--- config.mk ---
export PLATFORM = sky130hd
export DESIGN_NAME = prach_avst_pattern_gen
export DESIGN_NICKNAME = d
export VERILOG_FILES = /design/src/rtl/prach_avst_pattern_gen.sv
export SDC_FILE = /design/constraint.sdc
export NUM_CORES = 1
export LEC_CHECK = 0
export ABC_AREA = 1
export CORE_MARGIN = 2
export CORE_UTILIZATION = 35
export CTS_CLUSTER_DIAMETER = 100
export CTS_CLUSTER_SIZE = 25
export DETAILED_ROUTE_END_ITERATION = 12
export REMOVE_ABC_BUFFERS = 1
export SYNTH_ARGS = -nofsm -noshare
export SYNTH_HDL_FRONTEND = slang
export SYNTH_SLANG_ARGS = --single-unit
--- constraint.sdc ---
create_clock -name clk_jesd -period 3.1 [get_ports clk_jesd]
set_input_delay 0.465 -clock clk_jesd [delete_from_list [all_inputs] [get_ports clk_jesd]]
set_output_delay 0.465 -clock clk_jesd [all_outputs]
set_load 0.02 [all_outputs]
--- src/rtl/prach_avst_pattern_gen.sv ---
// PRACH Avalon-ST pattern generator.
// Emits cfg_len*NUM_CHN beats, one per clock. One antenna lane on one TDM
// channel carries a pattern: zeros, a single impulse, or test-vector replay.
// The pipeline has three stages:
//   gen  : beat counters and tv_addr (edge E_b for beat b)
//   p1   : slot decode while the test-vector memory returns data (E_b+1)
//   out  : registered Avalon-ST outputs (E_b+2)
// The test-vector memory is expected to be a synchronous-read RAM. It samples
// tv_addr on the edge before the output edge, so tv_rd_data is valid exactly
// when the p1 stage needs it.
module prach_avst_pattern_gen #(
    parameter int NUM_ANT  = 8,
    parameter int NUM_CHN  = 4,
    parameter int SAMPLE_W = 32,
    parameter int TV_DEPTH = 30720,
    localparam int ADDR_W  = (TV_DEPTH > 1) ? $clog2(TV_DEPTH) : 1,
    localparam int ANT_W   = $clog2(NUM_ANT) + 1,
    localparam int CHN_W   = $clog2(NUM_CHN) + 1
) (
    input  logic                         clk_jesd,
    input  logic                         rst_jesd_n,
    input  logic                         start,
    input  logic                         abort,
    input  logic [1:0]                   cfg_mode,
    input  logic [ANT_W-1:0]             cfg_ant,
    input  logic [CHN_W-1:0]             cfg_chn,
    input  logic [31:0]                  cfg_len,
    input  logic [31:0]                  cfg_sync_offset,
    input  logic [SAMPLE_W-1:0]          cfg_impulse,
    output logic [ADDR_W-1:0]            tv_addr,
    input  logic [SAMPLE_W-1:0]          tv_rd_data,
    output logic [NUM_ANT*SAMPLE_W-1:0]  avst_sink_data,
    output logic                         avst_sink_valid,
    output logic [7:0]                   avst_sink_channel,
    output logic                         sync_out,
    output logic                         busy,
    output logic                         done
);

    localparam int DW    = NUM_ANT * SAMPLE_W;
    // The beat counter holds cfg_len*NUM_CHN - 1 without wrapping.
    localparam int CNT_W = (32 + CHN_W > 34) ? 32 + CHN_W : 34;

    localparam logic [1:0] MODE_IMPULSE = 2'd2;
    localparam logic [1:0] MODE_TV      = 2'd3;

    typedef enum logic {S_IDLE, S_RUN} state_t;

    state_t                state_reg;
    logic                  busy_reg;
    logic                  done_reg;
    logic [1:0]            nop_pipe_reg;

    // Configuration latched at start.
    logic [1:0]            mode_reg;
    logic [ANT_W-1:0]      ant_reg;
    logic [CHN_W-1:0]      chn_reg;
    logic [31:0]           len_reg;
    logic [31:0]           sync_off_reg;
    logic [SAMPLE_W-1:0]   impulse_reg;

    // Generator stage.
    logic                  gen_valid_reg;
    logic [31:0]           gen_idx_reg;
    logic [CHN_W-1:0]      gen_chn_reg;
    logic [CNT_W-1:0]      gen_beat_reg;
    logic [ADDR_W-1:0]     tv_addr_reg;

    // Decode stage, aligned with tv_rd_data.
    logic                  p1_valid_reg;
    logic [CHN_W-1:0]      p1_chn_reg;
    logic                  p1_active_reg;
    logic                  p1_first_reg;
    logic                  p1_sync_reg;
    logic                  p1_last_reg;

    // Output stage.
    logic [DW-1:0]         data_reg;
    logic                  valid_reg;
    logic [7:0]            channel_reg;
    logic                  sync_reg;
    logic                  out_last_reg;

    logic                  run_active;
    logic                  abort_hit;
    logic                  start_go;
    logic                  start_nop;
    logic                  gen_last;
    logic [SAMPLE_W-1:0]   lane_val;
    logic [DW-1:0]         data_next;

    assign run_active = (state_reg == S_RUN);
    assign abort_hit  = run_active && abort;
    assign start_go   = (state_reg == S_IDLE) && start &&
                        (cfg_mode != 2'd0) && (cfg_len != 32'd0);
    assign start_nop  = (state_reg == S_IDLE) && start &&
                        ((cfg_mode == 2'd0) || (cfg_len == 32'd0));
    assign gen_last   = (gen_idx_reg == len_reg - 32'd1) &&
                        (gen_chn_reg == CHN_W'(NUM_CHN - 1));

    // Run control: IDLE/RUN sequencing, busy, and the done pulse (normal or no-op).
    always_ff @(posedge clk_jesd or negedge rst_jesd_n) begin
        if (!rst_jesd_n) begin
            state_reg    <= S_IDLE;
            busy_reg     <= 1'b0;
            done_reg     <= 1'b0;
            nop_pipe_reg <= 2'b00;
        end else begin
            nop_pipe_reg <= {nop_pipe_reg[0], start_nop};
            done_reg     <= nop_pipe_reg[1];
            case (state_reg)
                S_IDLE: begin
                    if (start_go) begin
                        state_reg <= S_RUN;
                        busy_reg  <= 1'b1;
                    end
                end
                S_RUN: begin
                    // The last beat is on the outputs, or an abort is requested.
                    if (abort || out_last_reg) begin
                        state_reg <= S_IDLE;
                        busy_reg  <= 1'b0;
                        done_reg  <= 1'b1;
                    end
                end
                default: state_reg <= S_IDLE;
            endcase
        end
    end

    // Generator: latch the configuration and step sample/channel/beat counters and tv_addr.
    always_ff @(posedge clk_jesd or negedge rst_jesd_n) begin
        if (!rst_jesd_n) begin
            mode_reg      <= 2'd0;
            ant_reg       <= '0;
            chn_reg       <= '0;
            len_reg       <= 32'd0;
            sync_off_reg  <= 32'd0;
            impulse_reg   <= '0;
            gen_valid_reg <= 1'b0;
            gen_idx_reg   <= 32'd0;
            gen_chn_reg   <= '0;
            gen_beat_reg  <= '0;
            tv_addr_reg   <= '0;
        end else if (start_go) begin
            mode_reg      <= cfg_mode;
            ant_reg       <= cfg_ant;
            chn_reg       <= cfg_chn;
            len_reg       <= cfg_len;
            sync_off_reg  <= cfg_sync_offset;
            impulse_reg   <= cfg_impulse;
            gen_valid_reg <= 1'b1;
            gen_idx_reg   <= 32'd0;
            gen_chn_reg   <= '0;
            gen_beat_reg  <= '0;
            tv_addr_reg   <= '0;
        end else if (abort_hit) begin
            gen_valid_reg <= 1'b0;
        end else if (gen_valid_reg) begin
            if (gen_last) begin
                gen_valid_reg <= 1'b0;
            end else begin
                gen_beat_reg <= gen_beat_reg + CNT_W'(1);
                if (gen_chn_reg == CHN_W'(NUM_CHN - 1)) begin
                    gen_chn_reg <= '0;
                    gen_idx_reg <= gen_idx_reg + 32'd1;
                    if (tv_addr_reg == ADDR_W'(TV_DEPTH - 1)) begin
                        tv_addr_reg <= '0;
                    end else begin
                        tv_addr_reg <= tv_addr_reg + ADDR_W'(1);
                    end
                end else begin
                    gen_chn_reg <= gen_chn_reg + CHN_W'(1);
                end
            end
        end
    end

    // Decode: find the active slot, first sample, sync beat and last beat while memory reads.
    always_ff @(posedge clk_jesd or negedge rst_jesd_n) begin
        if (!rst_jesd_n) begin
            p1_valid_reg  <= 1'b0;
            p1_chn_reg    <= '0;
            p1_active_reg <= 1'b0;
            p1_first_reg  <= 1'b0;
            p1_sync_reg   <= 1'b0;
            p1_last_reg   <= 1'b0;
        end else if (abort_hit) begin
            p1_valid_reg  <= 1'b0;
            p1_chn_reg    <= '0;
            p1_active_reg <= 1'b0;
            p1_first_reg  <= 1'b0;
            p1_sync_reg   <= 1'b0;
            p1_last_reg   <= 1'b0;
        end else begin
            p1_valid_reg  <= gen_valid_reg;
            p1_chn_reg    <= gen_chn_reg;
            // gen_chn never reaches NUM_CHN, so an out-of-range cfg_chn never matches.
            p1_active_reg <= gen_valid_reg && (gen_chn_reg == chn_reg);
            p1_first_reg  <= (gen_idx_reg == 32'd0);
            p1_sync_reg   <= gen_valid_reg && (gen_beat_reg == CNT_W'(sync_off_reg));
            p1_last_reg   <= gen_valid_reg && gen_last;
        end
    end

    // Pattern value for the active lane on this beat.
    always_comb begin
        lane_val = '0;
        if (p1_active_reg) begin
            case (mode_reg)
                MODE_IMPULSE: lane_val = p1_first_reg ? impulse_reg : '0;
                MODE_TV:      lane_val = tv_rd_data;
                default:      lane_val = '0;
            endcase
        end
    end

    // Lane 0 occupies the MSBs. An out-of-range cfg_ant matches no lane.
    generate
        for (genvar gi = 0; gi < NUM_ANT; gi++) begin : g_lane
            assign data_next[DW-1-SAMPLE_W*gi -: SAMPLE_W] =
                (ant_reg == ANT_W'(gi)) ? lane_val : '0;
        end
    endgenerate

    // Output register. Idle, abort and post-run beats are all-zero with valid low.
    always_ff @(posedge clk_jesd or negedge rst_jesd_n) begin
        if (!rst_jesd_n) begin
            data_reg     <= '0;
            valid_reg    <= 1'b0;
            channel_reg  <= 8'd0;
            sync_reg     <= 1'b0;
            out_last_reg <= 1'b0;
        end else if (abort_hit || !p1_valid_reg) begin
            data_reg     <= '0;
            valid_reg    <= 1'b0;
            channel_reg  <= 8'd0;
            sync_reg     <= 1'b0;
            out_last_reg <= 1'b0;
        end else begin
            data_reg     <= data_next;
            valid_reg    <= 1'b1;
            channel_reg  <= 8'(p1_chn_reg);
            sync_reg     <= p1_sync_reg;
            out_last_reg <= p1_last_reg;
        end
    end

    assign tv_addr           = tv_addr_reg;
    assign avst_sink_data    = data_reg;
    assign avst_sink_valid   = valid_reg;
    assign avst_sink_channel = channel_reg;
    assign sync_out          = sync_reg;
    assign busy              = busy_reg;
    assign done              = done_reg;

endmodule

# After elaboration in Yosys (flattened, before gate mapping)
# Index checks and enable logic that the tools add are counted.
# word_totals
reg_bits	471
output_inout_bits	283
# op_classes
add_sub_neg	5
eq_ne	18
muxes	54
n_bitwise	1
reduce_logical	24
# ops
op	count
32-bit 2-to-1 mux	15
256-bit 2-to-1 mux	1
35-bit 2-to-1 mux	4
15-bit 2-to-1 mux	6
32-bit logical NOT	2
32-bit one-hot mux with 2 select lines	1
35-bit by 1-bit adder with 35-bit output, second input constant	1
35-bit by 32-bit equality test with 1-bit output	1
32-bit by 1-bit adder with 32-bit output, second input constant	1
32-bit equality test	1
32-bit nonzero test	1
32-bit by 1-bit subtractor with 32-bit output, second input constant	1
3-bit 2-to-1 mux	7
1-bit 2-to-1 mux	18
4-bit by 3-bit equality test with 1-bit output, second input constant	4
15-bit by 1-bit adder with 15-bit output, second input constant	1
15-bit equality test, second input constant	1
1-bit logical AND	9
4-bit by 2-bit equality test with 1-bit output, second input constant	2
2-bit nonzero test	3
2-bit equality test, second input constant	2
4-bit by 1-bit equality test with 1-bit output, second input constant	1
4-bit logical NOT	1
2-bit by 1-bit inequality test with 1-bit output, second input constant	2
other kinds (12)	16

# Longest topological paths before layout
# Gate-level depths: netlist (run 1).
# logic_depth
word_depth	7
depth_mapped	21
mapped_depth_nobuf	19

# Worst setup path before layout (run 1)
# Ideal clock, no wire load.
# synth_timing
kind	register to register
startpoint	register len_reg[0]
endpoint	register gen_idx_reg[22]
setup_ns	0.117
t_arrival_ns	2.260
required_ns	2.983
setup_slack_ns	0.723
path_stages_with_launch	19
path_buffers	3
synth_period_minus_slack_ns	2.377
cell_sequence	dfrtp_1 inv_1 ha_1 nand2_2 nor2_4 buf_4 nand3b_1 nand2_1 nand2_1 nor2_1 nand4_1 nor2_1 nand3_2 nand2_2 nand2_4 buf_6 buf_2 nand3_1 nand2_1
# synth_between
elab_chain_len	5
# synth_lines
item	line	source
start: declaration	58	logic [31:0] len_reg;
start signal: assignment	149	len_reg <= cfg_len;
32-bit by 1-bit subtractor with 32-bit output	98	assign gen_last = (gen_idx_reg == len_reg - 32'd1) &&
32-bit equality test	98	
1-bit logical AND	98	
2-bit inequality test (no source line)	--	
4-bit AND reduction (no source line)	--	
end signal: assignment	166	gen_idx_reg <= gen_idx_reg + 32'd1;
end: declaration	64	logic [31:0] gen_idx_reg;
# No other way between the ends.
# A chain may end at the register's enable or synchronous reset.

# Worst setup path after layout (run 1)
# layout_timing
startpoint	register len_reg[0]
endpoint	register gen_beat_reg[24]
# layout_between
elab_chain_len	5
# layout_lines
item	line	source
32-bit by 1-bit subtractor with 32-bit output	98	
32-bit equality test	98	
1-bit logical AND	98	
2-bit inequality test (no source line)	--	
3-bit AND reduction (no source line)	--	
end signal: assignment	163	gen_beat_reg <= gen_beat_reg + CNT_W'(1);
end: declaration	66	logic [CNT_W-1:0] gen_beat_reg;
# No other way between the ends.

==> results.py, run 1 <==
metrics = {
    "global_route": {
        "antenna_found_initial": 5,
        "grt_pass1_vias": 16690,
        "grt_first_pass_wirelength_mm": 98.5,
        "grt_start_max_net_pins": 109,
        "grtUsageTotal_pct": 21.1,
        "grt_remaining_overflow": 0,
    },
    "final_layout": {
        "drive_gt1_share_pct": 4.31,
        "final_util_pct": 46.0,
        "area_growth_pct": 30.0,
        "n_fill_cell": 5567,
        "mostFrequentLayoutCells": "588 x nand2_1, 466 x dfrtp_1, 417 x clkdlybuf4s50_1",
        "nNetsFinal": 2919,
        "largest_reg_flops": 256,
        "final_common_cell": "nand2_1",
        "final-instance-count-excl-fill": 3553,
    },
    "min_path": {
        "hp-class": "flop to flop",
        "min_from": "nop_pipe_reg[0]",
        "min_path_cells": 0,
        "holdPathEnd": "nop_pipe_reg[1]",
    },
    "yosys": {
        "postSynthCellCount": 2385,
        "synthArstFlopShare_pct": 100,
        "ys_warn_count": 0,
        "synth_edf_count": 0,
        "synth_cell_types": 40,
        "synth_area_sq_um": 20400,
        "ys_seq_area_share_pct": 57.2,
        "synth_ff_type": "dfrtp_1",
        "synth_area_per_cell_sq_um": 8.55,
        "ys_seq_elements": 466,
    },
    "timing": {
        "slew-limit-headroom_pct": 44.7,
        "drv_slew": 0,
        "fmax_mhz": 364,
        "period_share_pct": 88.6,
        "rsz0062_at_grt": "false",
        "tightest_slew_ps": 821,
        "final.min_clock_period_ps": 2750,
        "finalHoldViolations": 0,
        "finClkSkew_ps": 29.1,
        "finalSetupViolCount": 0,
    },
    "detailed_routing": {
        "via_per_inst": 4.77,
        "wl_mm": 64.2,
        "dr_total_vias": 16952,
        "drc": 0,
        "first_pass_iters": 6,
        "postRouteAntennaNets": 0,
        "wl_per_cell_microns": 18.1,
        "drt_iter0_markers": 927,
    },
    "floorplan": {
        "die_w_microns": 245,
        "fp.dieH_microns": 245,
        "coreArea_sq_um": 57600,
        "initial_core_util_pct": 35.4,
        "dieArea_sq_um": 60200,
        "io_pins": 424,
        "core.rowCount": 88,
    },
    "clock_tree": {
        "post_cts.repair.setup_buffers": 0,
        "tritoncts": "yes",
        "clkTransAtPathRegs_ps": 100,
        "cts_buffer_depth": 3,
        "cts_buffers": 25,
        "cts_sinks": 466,
        "h-tree-depth": 1,
        "clock_latency_ps": 590,
        "root_buffer": "clkbuf_16",
    },
    "worst_setup_path": {
        "reg2regPathDepth": 12,
        "cp-end-kind": "flop",
        "cpMaxStageDelayCell": "dfrtp_1",
        "crit_fanout": 21,
        "crit_arrival_ps": 3240,
        "cp.buffers_inverters": 2,
        "rrSetupSlack_ps": 350,
        "crit_required_ps": 3590,
        "path_delay_family": "simple AND/OR/NAND/NOR gates",
        "timing.rr.start": "len_reg[0]",
        "rr_endpoint": "gen_beat_reg[24]",
        "cp_cell_sequence": "inv_1 -> ha_2 -> nand2_2 -> nor2_4 -> nand4_1 -> xnor3_1 -> nor2_1 -> nand3_2 -> nand2_2 -> nand2_4 -> buf_4 -> o21ai_0",
        "path_common_cell": "nand2_2",
        "cp.depth": 12,
        "cp_slowest_stage_delay_ps": 400,
        "worstSetupPathType": "flop to flop",
        "start_kind": "flop",
    },
    "power": {
        "seq_power_share_pct": 51.5,
        "total_leakage_power_nw": 12.1,
        "p_clk_share_pct": 27.5,
        "vdd_drop_max_mv": 0.387,
        "p_int_mw": 9.06,
        "swShare_pct": 32.1,
        "p_per_area_nw_per_um2": 503,
        "p_sw_mw": 4.27,
        "p_comb_share_pct": 21.0,
    },
    "place": {
        "dpl.hpwl_mm": 46.2,
        "place_congestion": 0.909,
        "port_buffers": 418,
        "place_inst": 3509,
    },
    "flow_run": {
        "max_cap_violations": 0,
    },
    "outcome": {
        "status": "completed",
    },
}
## power groups by stage
stage | clock network (mW) | registers [mW] | logic [mW]
after detailed placement | 0 | 6.99 | 2.82
after global placement | 0 | 6.98 | 2.77
after CTS | 3.81 | 6.87 | 2.84
final | 3.67 | 6.87 | 2.80
after global routing | 4.01 | 6.93 | 3.16
after floorplan | 0 | 6.98 | 1.48
## cells in the mapped netlist (all sizes together) (6+ instances only)
| library cell | count | area [sq um] |
|---|---|---|
| a21oi | 15 | 75.1 |
| buf | 29 | 184 |
| clkbuf | 83 | 312 |
| dfrtp | 466 | 11700 |
| ha | 6 | 75.1 |
| inv | 205 | 769 |
| nand2 | 594 | 2250 |
| nand3 | 185 | 931 |
| nand3b | 6 | 45.0 |
| nand4 | 35 | 219 |
| nor2 | 424 | 1650 |
| nor3 | 44 | 220 |
| nor3b | 6 | 45.0 |
| nor4 | 21 | 131 |
| o21ai | 138 | 691 |
| or2 | 7 | 43.8 |
| xnor2 | 32 | 280 |
| xor2 | 69 | 604 |
## layout make-up
type,count,area (sq um),share of cell area (%)
Antenna cell,5,12.5,0.0472
Clock buffer,29,661,2.49
Clock inverter,9,111,0.420
Inverter,207,779,2.94
Multi-Input combinational cell,1604,7480,28.2
Sequential cell,466,11700,44.0
Tap cell,765,957,3.61
Timing Repair Buffer,468,4830,18.2
## logic make-up after synthesis
logic type	count (synthesis)	share of synthesized area, %
and+or+nand+nor	1323	27.2
xor gates and xnor gates	104	4.67
buffers and inverters	319	6.24
DFF	466	57.2
adders and majority gates	6	0.368
AOI/OAI and AO/OA	166	4.28
other	1	0.0184
## how the worst max path moves through the flow
stage	from	slack, ps	to
2_1_floorplan	cfg_len[29]	-5730	gen_idx_reg[0]
5_1_grt	len_reg[0]	90	tv_addr[0]
3_3_place_gp	cfg_len[30]	70	tv_addr[14]
4_1_cts	len_reg[0]	250	gen_chn_reg[0]
6_report	len_reg[0]	350	gen_beat_reg[24]
3_5_place_dp	cfg_len[30]	120	tv_addr[13]
## worst register-to-register path, cell delays in order (launching register included)
cell and delay, ps:
dfrtp_1 400, inv_1 140, ha_2 280, nand2_2 100, nor2_4 290, nand4_1 220, xnor3_1 220, nor2_1 180
nand3_2 150, nand2_2 140, nand2_4 80, buf_4 220, o21ai_0 210
## stage by stage
step	setup slack [ps]	setup TNS (ps)	power, mW	instance area [sq um]	hold WS, ps
6_report	352	0	13.3	26500	362
5_1_grt	90.1	0	14.1	26500	375
4_1_cts	253	0	13.5	26500	370
3_5_place_dp	122	0	9.81	25700	346
3_3_place_gp	67.1	0	9.74	25700	348
2_1_floorplan	-5730	-753770	8.46	19900	169
## metal layers
layer  wire length (microns)  part of all wire, %  GRT usage (%)  vias up
met2                   30900                   48           35.9      493
li1                        -                    -              -     8225
met5                       0                    0              0        -
met1                   27900                   43           28.0     8159
met4                    1620                  2.5           6.29        0
met3                    3810                  5.9           3.14       75
## timing repair
item,4_1_cts,5_1_grt
hold endpoints to repair,66,0
hold buffers,1,0
gates resized for setup,0,1
endpoints found under the setup margin,0,1
No activity file was read; power rests on OpenSTA's default activity.
==> run 2, diff against run 1 <==
REMOVE_ABC_BUFFERS = unset   (was 1)
==> results.py, run 2 (same netlist as run 1, synthesis figures left out) <==
metrics = {
    "timing": {
        "finalHoldViolations": 0,
        "tightest_slew_ps": 977,
        "slew-limit-headroom_pct": 34.8,
        "period_share_pct": 88.7,
        "final.min_clock_period_ps": 2750,
        "finalSetupViolCount": 0,
        "rsz0062_at_grt": "false",
        "drv_slew": 0,
        "finClkSkew_ps": 24.1,
        "finalWorstSetupSlack_ps": 349,
        "fmax_mhz": 364,
        "fin_tns_setup_ps": 0,
    },
    "worst_setup_path": {
        "reg2regPathDepth": 19,
        "worstSetupPathType": "flop to flop",
        "rrSetupSlack_ps": 350,
        "start_kind": "flop",
        "path_common_cell": "nand2_1",
        "cpMaxStageDelayCell": "dfrtp_1",
        "crit_fanout": 15,
        "cp_cell_sequence": "inv_1 -> ha_2 -> inv_1 -> nor2_1 -> nand2_1 -> nor2_2 -> nand2_1 -> nand3_1 -> nand2_1 -> nor2_1 -> nand2_1 -> nor2_2 -> nand3_2 -> nand2_2 -> nand2_4 -> nand2_2 -> buf_4 -> nand2_1 -> nand2_1",
        "path_delay_family": "simple AND/OR/NAND/NOR gates",
        "cp.buffers_inverters": 3,
        "cp-end-kind": "flop",
        "crit_arrival_ps": 3280,
        "timing.rr.start": "len_reg[0]",
        "rr_endpoint": "tv_addr[6]",
        "cp_slowest_stage_delay_ps": 390,
        "crit_required_ps": 3630,
    },
    "clock_tree": {
        "clock_latency_ps": 590,
        "h-tree-depth": 1,
        "clkTransAtPathRegs_ps": 100,
        "cts_sinks": 466,
        "post_cts.repair.setup_buffers": 0,
        "cts_buffers": 25,
        "root_buffer": "clkbuf_16",
        "cts_buffer_depth": 3,
        "tritoncts": "yes",
    },
    "final_layout": {
        "seq_area_sq_um": 11700,
        "multi_input_area_sq_um": 7470,
        "nNetsFinal": 2925,
        "area_growth_pct": 30.2,
        "final_util_pct": 46.1,
        "largest_reg_flops": 256,
        "final_common_cell": "nand2_1",
        "n_fill_cell": 5525,
        "mostFrequentLayoutCells": "588 x nand2_1, 466 x dfrtp_1, 417 x clkdlybuf4s50_1",
        "drive_gt1_share_pct": 4.41,
    },
    "detailed_routing": {
        "dr_total_vias": 17159,
        "drt-met1-wl_mm": 27.8,
        "top_layer_used": "met4",
        "postRouteAntennaNets": 0,
        "wl_mm": 64.2,
        "met2_length_mm": 30.6,
        "via_per_inst": 4.83,
        "wl_met3_mm": 4.08,
        "drc": 0,
        "drt_iter0_markers": 1333,
        "first_pass_iters": 5,
        "wl_per_cell_microns": 18.1,
    },
    "flow_run": {
        "max_cap_violations": 0,
    },
    "min_path": {
        "hp-class": "flop to flop",
        "min_from": "nop_pipe_reg[0]",
        "holdPathEnd": "nop_pipe_reg[1]",
        "min_path_cells": 0,
    },
    "place": {
        "dpl.hpwl_mm": 47.1,
        "place_congestion": 0.918,
        "port_buffers": 418,
        "dpl_worst_slack_ps": -172,
    },
    "power": {
        "total_leakage_power_nw": 12.1,
        "p_per_area_nw_per_um2": 505,
        "vdd_drop_max_mv": 0.320,
    },
    "global_route": {
        "grtUsageTotal_pct": 20.9,
        "antenna_found_initial": 1,
        "grt_start_max_net_pins": 88,
        "grt_pass1_vias": 16864,
        "grt_remaining_overflow": 0,
        "grt_first_pass_wirelength_mm": 98.8,
    },
    "outcome": {
        "status": "completed",
    },
    "floorplan": {
        "initial_core_util_pct": 35.4,
        "dieArea_sq_um": 60200,
        "coreArea_sq_um": 57600,
        "die_w_microns": 245,
        "io_pins": 424,
        "core.rowCount": 88,
        "fp.dieH_microns": 245,
    },
}
-- run 2: changes by cell type in the layout (fill, tap and decap cells not counted), moves of 2 or more --
| cell | delta |
|---|---|
| buf_12 | +2 |
| buf_4 | +4 |
| clkbuf_1 | -2 |
| clkbuf_8 | -2 |
| clkinvlp_4 | -2 |
| diode_2 | -3 |
| nand3_1 | +2 |
| nand3_2 | -2 |
-- run 2: worst max-delay path by stage --
stage | from | to | cells after the start
after floorplan | len_reg[0] | gen_idx_reg[22] | 18
after global placement | cfg_len[2] | tv_addr[7] | 11
after detailed placement | cfg_len[2] | tv_addr[7] | 11
after CTS | len_reg[0] | gen_beat_reg[29] | 17
after global routing | len_reg[0] | gen_idx_reg[0] | 19
final | len_reg[0] | tv_addr[6] | 19
-- run 2: layout make-up --
| cell class | count | area share [%] |
|---|---|---|
| clock buffer | 25 | 2.36 |
| inverter | 207 | 2.95 |
| sequential | 466 | 43.9 |
| tap | 765 | 3.61 |
| clock inverter | 10 | 0.514 |
| timing repair buffer | 474 | 18.5 |
| multi-input combinational | 1604 | 28.1 |
| antenna | 2 | 0.0189 |
-- run 2: worst reg2reg max path, stage by stage, from the launching register on --
cell	delay, ps
dfrtp_1	390
inv_1	130
ha_2	270
inv_1	90
nor2_1	220
nand2_1	140
nor2_2	130
nand2_1	60
nand3_1	60
nand2_1	70
nor2_1	120
nand2_1	80
nor2_2	100
nand3_2	120
nand2_2	150
nand2_4	110
nand2_2	100
buf_4	220
nand2_1	70
nand2_1	60
-- run 2: power by group --
group          switching (mW)  internal (mW)  leakage (nW)
clock network            2.10           1.61         0.375
logic                    1.79           1.00          5.45
registers               0.409           6.49          6.31
-- run 2: timing repair --
item,CTS,global route
endpoints found under the setup margin,0,44
resized for setup,0,3
hold buffers,1,0
hold endpoints to repair,75,0
-- run 2: through the flow --
stage	cells	area, sq um	hold WS [ps]	total power [mW]
after floorplan	2389	20400	169	8.57
after global placement	3515	25800	343	9.78
after detailed placement	3515	25800	350	9.83
after CTS	3551	26500	367	13.6
after global routing	3552	26500	381	14.1
final	3553	26500	363	13.4
-- run 2: metal layers --
layer	global-route usage, %	vias to the layer above
met4	5.61	0
met1	28.2	8291
met2	35.3	548
met3	3.01	84
met5	0	-
li1	-	8236
==> variant 1: new RTL, config.mk and constraints of run 2 <==
Put one more register stage on the output `avst_sink_channel`, without a reset. The value now appears one clock later. The other outputs are not delayed to match.
--- a/src/rtl/prach_avst_pattern_gen.sv
+++ b/src/rtl/prach_avst_pattern_gen.sv
@@ -251,3 +251,5 @@
     assign avst_sink_valid   = valid_reg;
-    assign avst_sink_channel = channel_reg;
+    always_ff @(posedge clk_jesd) begin
+        avst_sink_channel <= channel_reg;
+    end
     assign sync_out          = sync_reg;
Check against the original RTL: same outputs for any inputs over 4 cycles, from zero or initial values and one cycle with rst_jesd_n low; that may be too few to reach the edited logic, so the function may still have changed.
==> variant 1 against run 2 <==
  * Sequential cell count is 3 higher
  * Setup slack better by 0.024 ns
  * Cell count is 0.42% lower
  * Combinational power is 1% lower
  * Routed wire length is 1.7% lower
  * Fmax is 0.86% higher
  * Synthesized area is 0.29% higher
  * Critical path type unchanged
  * Design area is 0.56% lower
  * Die area is 0.29% higher
  * First-iteration DRC count is 5.9% lower
  * Hold slack worse by 0.014 ns
  * Total power is 0.53% higher
==> variant 1: results <==
# TYPE chip_impl_metric gauge
chip_impl_metric{name="dp_hpwl",unit="um"} 45900
chip_impl_metric{name="areaGrowthSynthToFinish",unit="%"} 29.1
chip_impl_metric{name="ys_async_sr_fraction",unit="%"} 99.4
chip_impl_metric{name="grt_first_pass_wirelength",unit="um"} 97300
chip_impl_info{name="outcome",value="complete, no violations"} 1
chip_impl_metric{name="ys_seq_area_share",unit="%"} 57.3
chip_impl_metric{name="ys_types",unit=""} 41
chip_impl_metric{name="tritoncts.num_buffers",unit=""} 24
chip_impl_metric{name="worstPathArrival",unit="ns"} 3.24
chip_impl_metric{name="clk_latency",unit="ns"} 0.58
chip_impl_metric{name="vdd_ir_drop_max",unit="V"} 0.000285
chip_impl_metric{name="maximum_number_of_pins_on_one_net_before_global_route_repair",unit=""} 84
chip_impl_metric{name="synth.yosys.warnings",unit=""} 0
chip_impl_metric{name="grt_antenna_before_repair",unit=""} 1
chip_impl_metric{name="timing.critical_path.slowest_cell_delay",unit="ns"} 0.40
chip_impl_info{name="synth.top_cells.by_area",value="sky130_fd_sc_hd__dfrtp_1 (57%), sky130_fd_sc_hd__nand2_1 (11%), sky130_fd_sc_hd__nor2_1 (7.5%), sky130_fd_sc_hd__nand3_1 (4.5%), sky130_fd_sc_hd__inv_1 (3.7%)"} 1
chip_impl_metric{name="nets",unit=""} 2908
chip_impl_metric{name="final_layout_size_suffix_gt1_share",unit="%"} 3.86
chip_impl_metric{name="detail_route.vias_per_cell",unit=""} 4.79
chip_impl_metric{name="dpl_worst_slack",unit="ns"} 0.0901
chip_impl_metric{name="place_area",unit="um^2"} 25600
chip_impl_metric{name="wire_per_inst",unit="um"} 17.8
chip_impl_metric{name="worst_clock_skew",unit="ns"} 0.0156
chip_impl_metric{name="worst_slew_margin_rel",unit="%"} 56.8
chip_impl_metric{name="detailedRoute.firstIterationViolations",unit=""} 1254
chip_impl_metric{name="vias_in_the_first_global_route",unit=""} 16500
chip_impl_metric{name="port_buffers",unit=""} 418
chip_impl_metric{name="place.gp.congestion",unit=""} 0.911
chip_impl_metric{name="grtUsageTotal",unit="%"} 20.5
chip_impl_info{name="synthMostInstantiatedCell",value="sky130_fd_sc_hd__nand2_1"} 1
chip_impl_info{name="synth_top_cells_by_count",value="sky130_fd_sc_hd__nand2_1 (588), sky130_fd_sc_hd__dfrtp_1 (466), sky130_fd_sc_hd__nor2_1 (411)"} 1
chip_impl_metric{name="p_leak",unit="nW"} 12.1
chip_impl_metric{name="fill_cells",unit=""} 5570
-- variant 1: cell type report --
type / instances / share of cell area, %
Timing Repair Buffer: 455 / 17.6
Inverter: 207 / 2.96
Sequential cell: 469 / 44.4
Tap cell: 765 / 3.63
Clock inverter: 10 / 0.545
Multi-Input combinational cell: 1604 / 28.3
Clock buffer: 27 / 2.48
Antenna cell: 1 / 0.00948
-- variant 1: repair_timing --
item / in CTS / in global routing
endpoints found under the setup margin: 0 / 84
hold buffers: 1 / 0
gates resized for setup: 0 / 4
endpoints found under the hold margin: 36 / 0
-- variant 1: through the flow --
stage          hold WS (ns)  std cells
2_1_floorplan         0.169       2392
3_3_place_gp          0.335       3499
3_5_place_dp          0.328       3499
4_1_cts               0.350       3537
5_1_grt               0.358       3537
6_report              0.349       3538
-- variant 1: routing by layer --
layer | up-vias | wire [um] | global-route usage [%]
li1 | 8193 | - | -
met1 | 8186 | 27400 | 28.0
met2 | 514 | 30900 | 35.2
met3 | 59 | 3990 | 3.01
met4 | 0 | 849 | 3.48
met5 | - | 0 | 0
-- variant 1: logic make-up after synthesis --
| family | Yosys count | share of synthesized area [%] |
|---|---|---|
| other cells | 1 | 0.0183 |
| xor+xnor | 104 | 4.66 |
| flops | 469 | 57.3 |
| buf+inv | 319 | 6.22 |
| compound gates | 166 | 4.27 |
| fa+ha+maj | 6 | 0.367 |
| simple gates | 1323 | 27.1 |
-- variant 1: final timing paths --
check | startpoint | endpoint | slack, ns | depth (start not counted)
setup / recovery | len_reg[0] | tv_addr[11] | 0.37 | 17
max in group asynchronous | rst_jesd_n | sync_off_reg[10] | 1.72 | 4
min in group asynchronous | rst_jesd_n | avst_sink_data[119] | 0.39 | 2
hold / removal | channel_reg[1] | avst_sink_channel[1] | 0.35 | 0
hold reg to reg | channel_reg[1] | avst_sink_channel[1] | 0.35 | 0
setup reg to reg | len_reg[0] | tv_addr[11] | 0.37 | 17
-- variant 1: where the power goes --
part           leakage (nW)  total (W)  internal, W  switching, W
Combinational          5.32    0.00275     0.000947       0.00180
Clock                 0.395    0.00382      0.00179       0.00204
Sequential             6.34    0.00690      0.00653      0.000370
Total                  12.1     0.0135      0.00927       0.00421
-- variant 1: critical path, delay by kind of cell (launching register included) --
kind                     cells  cell delay [ns]
adder cells (fa/ha/maj)      1             0.28
buffers and inverters        2             0.36
flip-flops                   1             0.40
AND/OR/NAND/NOR             14             1.61
==> variant 2: new RTL, settings of run 2 <==
Made on the original files. The parameter `SAMPLE_W` goes from 32 to 48.
--- a/src/rtl/prach_avst_pattern_gen.sv
+++ b/src/rtl/prach_avst_pattern_gen.sv
@@ -13,3 +13,3 @@
     parameter int NUM_CHN  = 4,
-    parameter int SAMPLE_W = 32,
+    parameter int SAMPLE_W = 48,
     parameter int TV_DEPTH = 30720,
Interface: changed (resized avst_sink_data, cfg_impulse and tv_rd_data); port bits go from 424 to 584. The function was not compared with the original's and may differ.
==> variant 2 against run 2 <==
  * Design area increased by 25%
  * Synthesized area is 23% higher
  * Utilization rose by 0.41 points
  * Via count grew 19%
  * Setup slack improved by 0.063 ns
  * Critical path type unchanged
  * Fmax is 2.3% higher
  * Sequential cell count grew 144
  * Total power up 21%
  * Routed wire length rose by 33%
==> variant 2: results <==
# TYPE chip_impl_metric gauge
chip_impl_metric{name="worstPathArrival",unit="ns"} 3.26
chip_impl_metric{name="maximum_number_of_pins_on_one_net_before_global_route_repair",unit=""} 98
chip_impl_metric{name="p_leak",unit="nW"} 15.0
chip_impl_metric{name="place.gp.congestion",unit=""} 0.879
chip_impl_metric{name="vdd_ir_drop_max",unit="V"} 0.000407
chip_impl_metric{name="detailedRoute.firstIterationViolations",unit=""} 1461
chip_impl_info{name="hold_path_class",value="in -> async"} 1
chip_impl_metric{name="timing.critical_path.slowest_cell_delay",unit="ns"} 0.41
chip_impl_metric{name="nets",unit=""} 3444
chip_impl_metric{name="worst_r2r_path_depth",unit=""} 15
chip_impl_info{name="worst_setup_path_endpoint",value="gen_beat_reg[20]"} 1
chip_impl_metric{name="grt_antenna_before_repair",unit=""} 13
chip_impl_metric{name="worst_pin_slew",unit="ns"} 0.759
chip_impl_metric{name="grt_util_met1",unit="%"} 30.2
chip_impl_info{name="synth.top_cells.by_area",value="sky130_fd_sc_hd__dfrtp_1 (61%), sky130_fd_sc_hd__nand2_1 (9.3%), sky130_fd_sc_hd__nor2_1 (7.8%), sky130_fd_sc_hd__nand3_1 (3.3%), sky130_fd_sc_hd__xor2_1 (2.9%)"} 1
chip_impl_metric{name="dp_hpwl",unit="um"} 61500
chip_impl_metric{name="grtUsageTotal",unit="%"} 23.0
chip_impl_metric{name="path_max_fanout",unit=""} 35
chip_impl_metric{name="final_layout_size_suffix_gt1_share",unit="%"} 4.34
chip_impl_metric{name="ys_types",unit=""} 42
chip_impl_metric{name="largest_reg_flops",unit=""} 384
chip_impl_metric{name="global_route.usage.met2",unit="%"} 38.0
chip_impl_metric{name="totalWireLength",unit="um"} 85400
chip_impl_metric{name="vias_in_the_first_global_route",unit=""} 20300
chip_impl_info{name="synth_top_cells_by_count",value="sky130_fd_sc_hd__nand2_1 (622), sky130_fd_sc_hd__dfrtp_1 (610), sky130_fd_sc_hd__nor2_1 (523)"} 1
chip_impl_info{name="outcome",value="complete, no violations"} 1
chip_impl_metric{name="tritoncts.num_buffers",unit=""} 30
chip_impl_metric{name="global_route_met3_usage",unit="%"} 3.70
chip_impl_metric{name="setup.reg_to_reg.worst_slack",unit="ns"} 0.41
chip_impl_metric{name="clk_latency",unit="ns"} 0.63
[variant 2: cell types whose count changed in the layout (fill, tap and decap cells not counted), sizes merged, moves of 7 or more]
cell,change
nor4,+7
nand4,+74
nor2,+111
dfrtp,+144
a21oi,-13
o21ai,-14
inv,-32
diode,+8
nand2,+32
clkdlybuf4s50,+160
xor2,+14
[variant 2: timing repair]
| action | CTS | global route |
|---|---|---|
| resized for setup | 0 | 1 |
| endpoints found under the hold margin | 33 | 0 |
| hold buffers | 1 | 0 |
| buffers inserted | 0 | 3 |
| endpoints found under the setup margin | 0 | 81 |
[variant 2: area by class of cell]
type | instances | area [um^2] | share of cell area [%]
clock inverter | 9 | 129 | 0.389
inverter | 179 | 677 | 2.04
sequential | 610 | 15300 | 46.1
tap | 950 | 1190 | 3.59
antenna | 10 | 25.0 | 0.0756
multi-input combinational | 1811 | 8530 | 25.8
timing repair buffer | 633 | 6540 | 19.8
clock buffer | 30 | 751 | 2.27
[variant 2: worst min-delay path by stage]
stage,slack [ns],to
5_1_grt,0.35,gen_idx_reg[11]
4_1_cts,0.32,sync_off_reg[26]
2_1_floorplan,0.17,ant_reg[0]
3_5_place_dp,0.34,nop_pipe_reg[1]
3_3_place_gp,0.34,nop_pipe_reg[1]
6_report,0.36,gen_idx_reg[19]
[variant 2: cells by family after synthesis]
| logic type | Yosys count | synth area share [%] |
|---|---|---|
| flops | 610 | 60.9 |
| buf+inv | 329 | 5.28 |
| simple gates | 1545 | 26.5 |
| fa+ha+maj | 6 | 0.299 |
| xor+xnor | 112 | 4.02 |
| other cells | 1 | 0.0150 |
| compound gates | 143 | 3.04 |
[variant 2: routing by layer]
| layer | wire length [um] | part of all wire [%] |
|---|---|---|
| met1 | 35900 | 42 |
| met2 | 41000 | 48 |
| met3 | 4830 | 5.7 |
| met4 | 3540 | 4.1 |
| met5 | 26 | 0.030 |
[variant 2: metrics by stage]
stage,std cells,area [um^2],setup slack (ns),power [W],util (%)
floorplan,2750,25100,0.847,0.0105,-
global placement,4179,32200,0.300,0.0119,45.1
detailed placement,4179,32200,0.296,0.0119,45.1
CTS,4219,33100,0.233,0.0164,46.4
global route,4230,33100,0.0708,0.0171,46.5
finish,4232,33100,0.412,0.0162,46.5
[variant 2: power by group]
group          switching (W)  internal [W]
clock                0.00265       0.00187
combinational        0.00195      0.000976
sequential          0.000402       0.00839
total                0.00500        0.0112
